$ cat src/rtl/counter_nested_if.sv
// Bus bundle for counter_nested: enable, per-dimension limits, indices and flags.
// With COUNTER_NESTED_STEP_EN defined, the bundle also carries the dimension-0 step.
interface counter_nested_if #(
  parameter int N = 10,
  parameter int D = 3
);
  logic           en;
  logic [D*N-1:0] max_i;
  logic [D*N-1:0] y;
  logic [D-1:0]   tc;
  logic           last;
  logic           wrap;
`ifdef COUNTER_NESTED_STEP_EN
  logic [N-1:0]   step;

  modport master (output en, max_i, step, input y, tc, last, wrap);
  modport slave  (input en, max_i, step, output y, tc, last, wrap);
`else
  modport master (output en, max_i, input y, tc, last, wrap);
  modport slave  (input en, max_i, output y, tc, last, wrap);
`endif
endinterface

$ cat src/rtl/counter_nested.sv
// D-dimensional nested counter with per-dimension inclusive limits and a full-nest wrap pulse.
// Optional macro COUNTER_NESTED_STEP_EN adds a programmable dimension-0 increment.
module counter_nested #(
  parameter int N = 10,
  parameter int D = 3
) (
  input  logic            clk,
  input  logic            reset,
  counter_nested_if.slave bus
);

  logic [D*N-1:0] y_q, y_d;
  logic           wrap_q, wrap_d;
  logic [D-1:0]   atMax;
  logic [D-1:0]   tc;
  logic [N-1:0]   next0;
`ifdef COUNTER_NESTED_STEP_EN
  logic [N-1:0]   inc;
  logic [N:0]     sum0;
`endif

  // An index above its limit (e.g. after max_i shrinks) is treated as terminal.
  always_comb begin
    atMax = '0;
    for (int d = 0; d < D; d++) begin
      atMax[d] = (y_q[d*N +: N] >= bus.max_i[d*N +: N]);
    end
`ifdef COUNTER_NESTED_STEP_EN
    inc   = (bus.step == '0) ? N'(1) : bus.step;
    sum0  = {1'b0, y_q[N-1:0]} + {1'b0, inc};
    next0 = sum0[N-1:0];
    atMax[0] = atMax[0] | (sum0 > {1'b0, bus.max_i[N-1:0]});
`else
    next0 = y_q[N-1:0] + N'(1);
`endif
    tc    = '0;
    tc[0] = atMax[0];
    for (int d = 1; d < D; d++) begin
      tc[d] = tc[d-1] & atMax[d];
    end
  end

  always_comb begin
    y_d    = y_q;
    wrap_d = 1'b0;
    if (bus.en) begin
      y_d[N-1:0] = atMax[0] ? '0 : next0;
      for (int d = 1; d < D; d++) begin
        if (tc[d]) begin
          y_d[d*N +: N] = '0;
        end else if (tc[d-1]) begin
          y_d[d*N +: N] = y_q[d*N +: N] + N'(1);
        end
      end
      wrap_d = tc[D-1];
    end
  end

  always_ff @(posedge clk) begin
    if (reset) begin
      y_q    <= '0;
      wrap_q <= 1'b0;
    end else begin
      y_q    <= y_d;
      wrap_q <= wrap_d;
    end
  end

  assign bus.y    = y_q;
  assign bus.tc   = tc;
  assign bus.last = tc[D-1];
  assign bus.wrap = wrap_q;

endmodule

$ cat src/flat_wrapper.sv
// flat-port wrapper written by rule: the top's interface ports become plain ports
module counter_nested_flat 
#(
  parameter int N = 10,
  parameter int D = 3
)
  (clk, reset, bus_en, bus_max_i, bus_y, bus_tc, bus_last, bus_wrap);
  counter_nested_if #(.N(N), .D(D)) bus_i ();
  input  logic clk;
  input  logic reset;
  input wire logic [$bits(bus_i.en)-1:0] bus_en;
  input wire logic [$bits(bus_i.max_i)-1:0] bus_max_i;
  output wire logic [$bits(bus_i.y)-1:0] bus_y;
  output wire logic [$bits(bus_i.tc)-1:0] bus_tc;
  output wire logic [$bits(bus_i.last)-1:0] bus_last;
  output wire logic [$bits(bus_i.wrap)-1:0] bus_wrap;
  assign bus_i.en = bus_en;
  assign bus_i.max_i = bus_max_i;
  assign bus_y = bus_i.y;
  assign bus_tc = bus_i.tc;
  assign bus_last = bus_i.last;
  assign bus_wrap = bus_i.wrap;
  counter_nested #(.N(N), .D(D)) u_core (.clk(clk), .reset(reset), .bus(bus_i));
endmodule
$ cat config.mk
export PLATFORM = sky130hd
export DESIGN_NAME = counter_nested_flat
export DESIGN_NICKNAME = d
export VERILOG_FILES = /design/src/rtl/counter_nested_if.sv /design/src/rtl/counter_nested.sv /design/src/flat_wrapper.sv
export SDC_FILE = /design/constraint.sdc
export NUM_CORES = 1
export LEC_CHECK = 0
export ABC_AREA = 1
export CORE_ASPECT_RATIO = 0.8
export CORE_UTILIZATION = 40
export DETAILED_ROUTE_END_ITERATION = 7
export PLACE_DENSITY = 0.68
export SYNTH_ARGS = -nofsm -noshare
export SYNTH_HDL_FRONTEND = slang
export SYNTH_SLANG_ARGS = --single-unit
$ cat constraint.sdc
create_clock -name clk -period 2.4 [get_ports clk]
set_input_delay 0.48 -clock clk [delete_from_list [all_inputs] [get_ports clk]]
set_output_delay 0.48 -clock clk [all_outputs]
set_load 0.01 [all_outputs]
# After elaboration in Yosys (flattened, before gate mapping)
# Cells that the tools add are included.
# op_classes
order_cmp,3
reduce_logical,5
muxes,5
add_sub_neg,3
n_bitwise,3
# op_table
operator,count
10-bit 2-to-1 mux,5
"10-bit by 1-bit adder with 10-bit output, second input constant",3
10-bit greater-or-equal comparator,3
2-bit AND reduction,2
2-bit nonzero test,2
1-bit AND,2
2-bit OR reduction,1
1-bit NOT,1
# word_totals
inputBits,33
out_inout_bits,35
word_cells,23
ff_bits,31

# Depth between registers and ports, before layout
# depth
word_depth,5
ltp_mapped,14
ltp_nobuf,14

# Worst setup path after synthesis
# No wires, ideal clock.
# synth_timing
kind,in2out
startpoint,input bus_max_i[9]
endpoint,output bus_tc[2]
arrival_ps,1618
path_slack_ps,302
stages,8
required_time_ps,1920
path_buffers,1
cell_sequence,inv_1 ha_1 a21o_1 nor2_2 nand3_4 nand3_1 inv_1 buf_4
# synth_via
elab_chain_len,3
# synth_lines
item,line,text
start: declaration,flat_wrapper.sv:12,input wire logic [$bits(bus_i.max_i)-1:0] bus_max_i;
10-bit greater-or-equal comparator,counter_nested.sv:26,atMax[d] = (y_q[d*N +: N] >= bus.max_i[d*N +: N]);
net bus_tc[0],flat_wrapper.sv:14,output wire logic [$bits(bus_i.tc)-1:0] bus_tc;
1-bit AND (2 in a row),counter_nested.sv:39,tc[d] = tc[d-1] & atMax[d];
end: declaration,flat_wrapper.sv:14,
# The timed path passes the listed nets, and every way through them passes these cells.

# Worst setup path in the final report
# layout_timing
startpoint,input bus_max_i[1]
endpoint,output bus_tc[2]
# layout_via
elab_chain_len,3
# layout_lines
item,line
10-bit greater-or-equal comparator,counter_nested.sv:26
1-bit AND (2 in a row),counter_nested.sv:39
# Every way passes these cells.

==> metrics.txt <==
starting density of the core=0.416; maximum root-to-sink buffer count=2; Startpoint Class=primary input; Post-Syn Area per Cell=6.89 µm²; async set-or-reset flop fraction in the synthesized netlist=0; Hold WC Path Type=flip-flop to flip-flop; Mapped Cells=357; most common cell in the synthesized netlist=nand2_1; CTS Root Buffer Type=clkbuf_8; flip-flop and latch count after synthesis=31; post-synth cell types=36; clock skew=0.00867 ns; post-route setup slack=0.0811 ns; Final ANT Viol Nets=0; row cnt=25; Lkg Pwr=between 1.5 and 2 nW; Worst-path clk slew=0.07 ns; antenna diode instance count=0; Die X=~90 µm; number of synthesized flops with an enable pin=0; largest cells by area after synthesis=dfxtp_1 25%, ha_1 17%, nand2_1 13%, inv_1 11%, nor2_1 5.3%; Crit. End Element=output port; DP Wirelength=4710 µm; largest area contributor in the netlist=dfxtp_1; PD cells=297 nW/µm²; max-slew violation count=0; layout cells sized above 1=0.271; Net Count, Synth=423; largest net degree at the start of global routing=11; hold buffer count at CTS=0; Worst EP required=1.92 ns; Seq/Total Area, Yosys=0.252; maximum vdd drop=around 0.00018 V; max-cap violations=0; final wirelength=6250 µm; Setup CP Type=primary input to output port; Tot Pwr=0.00115 W; fmax=~430 MHz; status=finished, final reports clean; CP max FO=4; Max H-tree Level=2; Placement Setup Slack=-0.584 ns; Vias/cell=4.68; vias in the first global route=2292; Fillers=just over 500; fin nets=between 500 and 600; core area=5910 µm²; final setup violation count=0; Primary FF master, synth=dfxtp_1; post-layout min period=2.32 ns; Post-Syn Area=2460 µm²; die area=6470 µm²; Synth Warn #=0; most frequent cells after synthesis=86 x nand2_1, 73 x inv_1, 35 x nor2_1, 33 x ha_1, 31 x dfxtp_1; WL/cell=11.4 µm; TritonCTS clock tree=built; initial antenna violation count=0; drt pass-1 iters=4; Die H=72.1 µm; first-pass GRT wire length=around 10000 µm; number of port buffers=67; arrival time worst endpoint=about 1.8 ns; Layout area overhead=57.3%; CTS buffer count=5; Synth top area share=0.252; gpl congestion=0.807; post-layout util=0.655; final period utilization=0.966; transition time of the tightest slew-check pin=0.313 ns; Final Hold Viols=0; DR iter-0 viols=89; Sink Count=31; GRT Util Overall=0.198; drt drc=0; via count=2556; Max-slew headroom=0.791; post-route setup TNS=0 ns; hold slack=0.532 ns; RSZ-0062 raised after global routing=false; total global routing overflow=0; clk_lat worst skew=~0.29 ns; # IOs=68
-- metrics by stage --
step	cell area, µm²	instances
finish	3870	546
CTS	3790	545
detailed placement	3440	534
global placement	3440	534
floorplan	2460	357
global route	3870	546
-- repair_timing --
item,4_1_cts,5_1_grt
gates resized for setup,88,22
setup buffers,3,1
pin swaps,40,26
endpoints found under the setup margin,4,4
-- critical path: stages --
cell and delay, ns:
clkdlybuf4s50_1 0.46, inv_1 0.04, ha_1 0.25, nand2_1 0.04
nand2_1 0.08, nand3_2 0.08, nand3_4 0.13, nand3_4 0.09
inv_2 0.08, buf_6 0.10
-- cell type report --
cell class / instances / area, µm² / area share
multi-input combinational: 247 / 1820 / 0.469
timing repair buffer: 104 / 951 / 0.246
sequential: 31 / 621 / 0.160
inverter: 75 / 282 / 0.0727
tap: 81 / 101 / 0.0262
clock buffer: 8 / 100 / 0.0259
-- cells by family after synthesis --
kind of cell	Yosys count	synth area share
compound gates	32	0.0743
flops	31	0.252
xor+xnor	8	0.0285
fa+ha+maj	33	0.168
simple gates	174	0.345
buf+inv	79	0.132
-- routing by layer --
metal	GRT usage	part of all wire	vias to the layer above
met5	0	0	-
met4	0.0459	0.0069	0
met3	0.0398	0.047	6
met2	0.325	0.45	62
met1	0.269	0.49	1160
li1	-	-	1328
-- registers in the layout, indices dropped and copies added, names as in the netlist --
register,flops
u_core.bus.wrap,1
u_core.bus.y,30
-- where the power goes --
group | internal, W | switching [W] | total, W
logic | 0.0000859 | 0.0000860 | 0.000172
registers | 0.000518 | 0.00000382 | 0.000522
clock network | 0.000261 | 0.000195 | 0.000456
total | 0.000865 | 0.000285 | 0.00115
-- layout by cell type, fill, tap and decap left out, types with 2 or more instances in the layout --
cell | Yosys | routed
nand3_2 | 4 | 6
nand2_2 | 2 | 11
buf_4 | 1 | 36
inv_2 | 2 | 16
a21oi_1 | 18 | 14
nor3_1 | 3 | 3
nand2_1 | 86 | 74
and3_1 | 2 | 2
buf_6 | 1 | 3
nor2_1 | 35 | 29
xor2_1 | 7 | 7
dlygate4sd2_1 | 0 | 17
clkdlybuf4s50_1 | 0 | 35
dfxtp_1 | 31 | 31
nor2_2 | 2 | 5
o21ai_0 | 7 | 7
a21o_1 | 3 | 3
nand2_4 | 2 | 5
ha_4 | 0 | 13
nor2_4 | 1 | 4
nand4_1 | 4 | 4
buf_2 | 0 | 2
dlymetal6s2s_1 | 0 | 11
inv_1 | 73 | 59
nand3_4 | 1 | 4
nor3_2 | 3 | 3
clkbuf_8 | 0 | 7
nand3_1 | 23 | 18
ha_1 | 33 | 20
a21oi_2 | 0 | 4
-- path summary, 6_finish.rpt --
check                    from  cells after the start                to  slack [ns]
max              bus_max_i[1]                     10         bus_tc[2]        0.08
min          u_core.bus.y[10]                      3  u_core.bus.y[10]        0.53
max reg2reg   u_core.bus.y[9]                     12  u_core.bus.y[14]        0.43
min reg2reg  u_core.bus.y[10]                      3  u_core.bus.y[10]        0.53
Note: power is estimated with default switching activity, not from simulation.
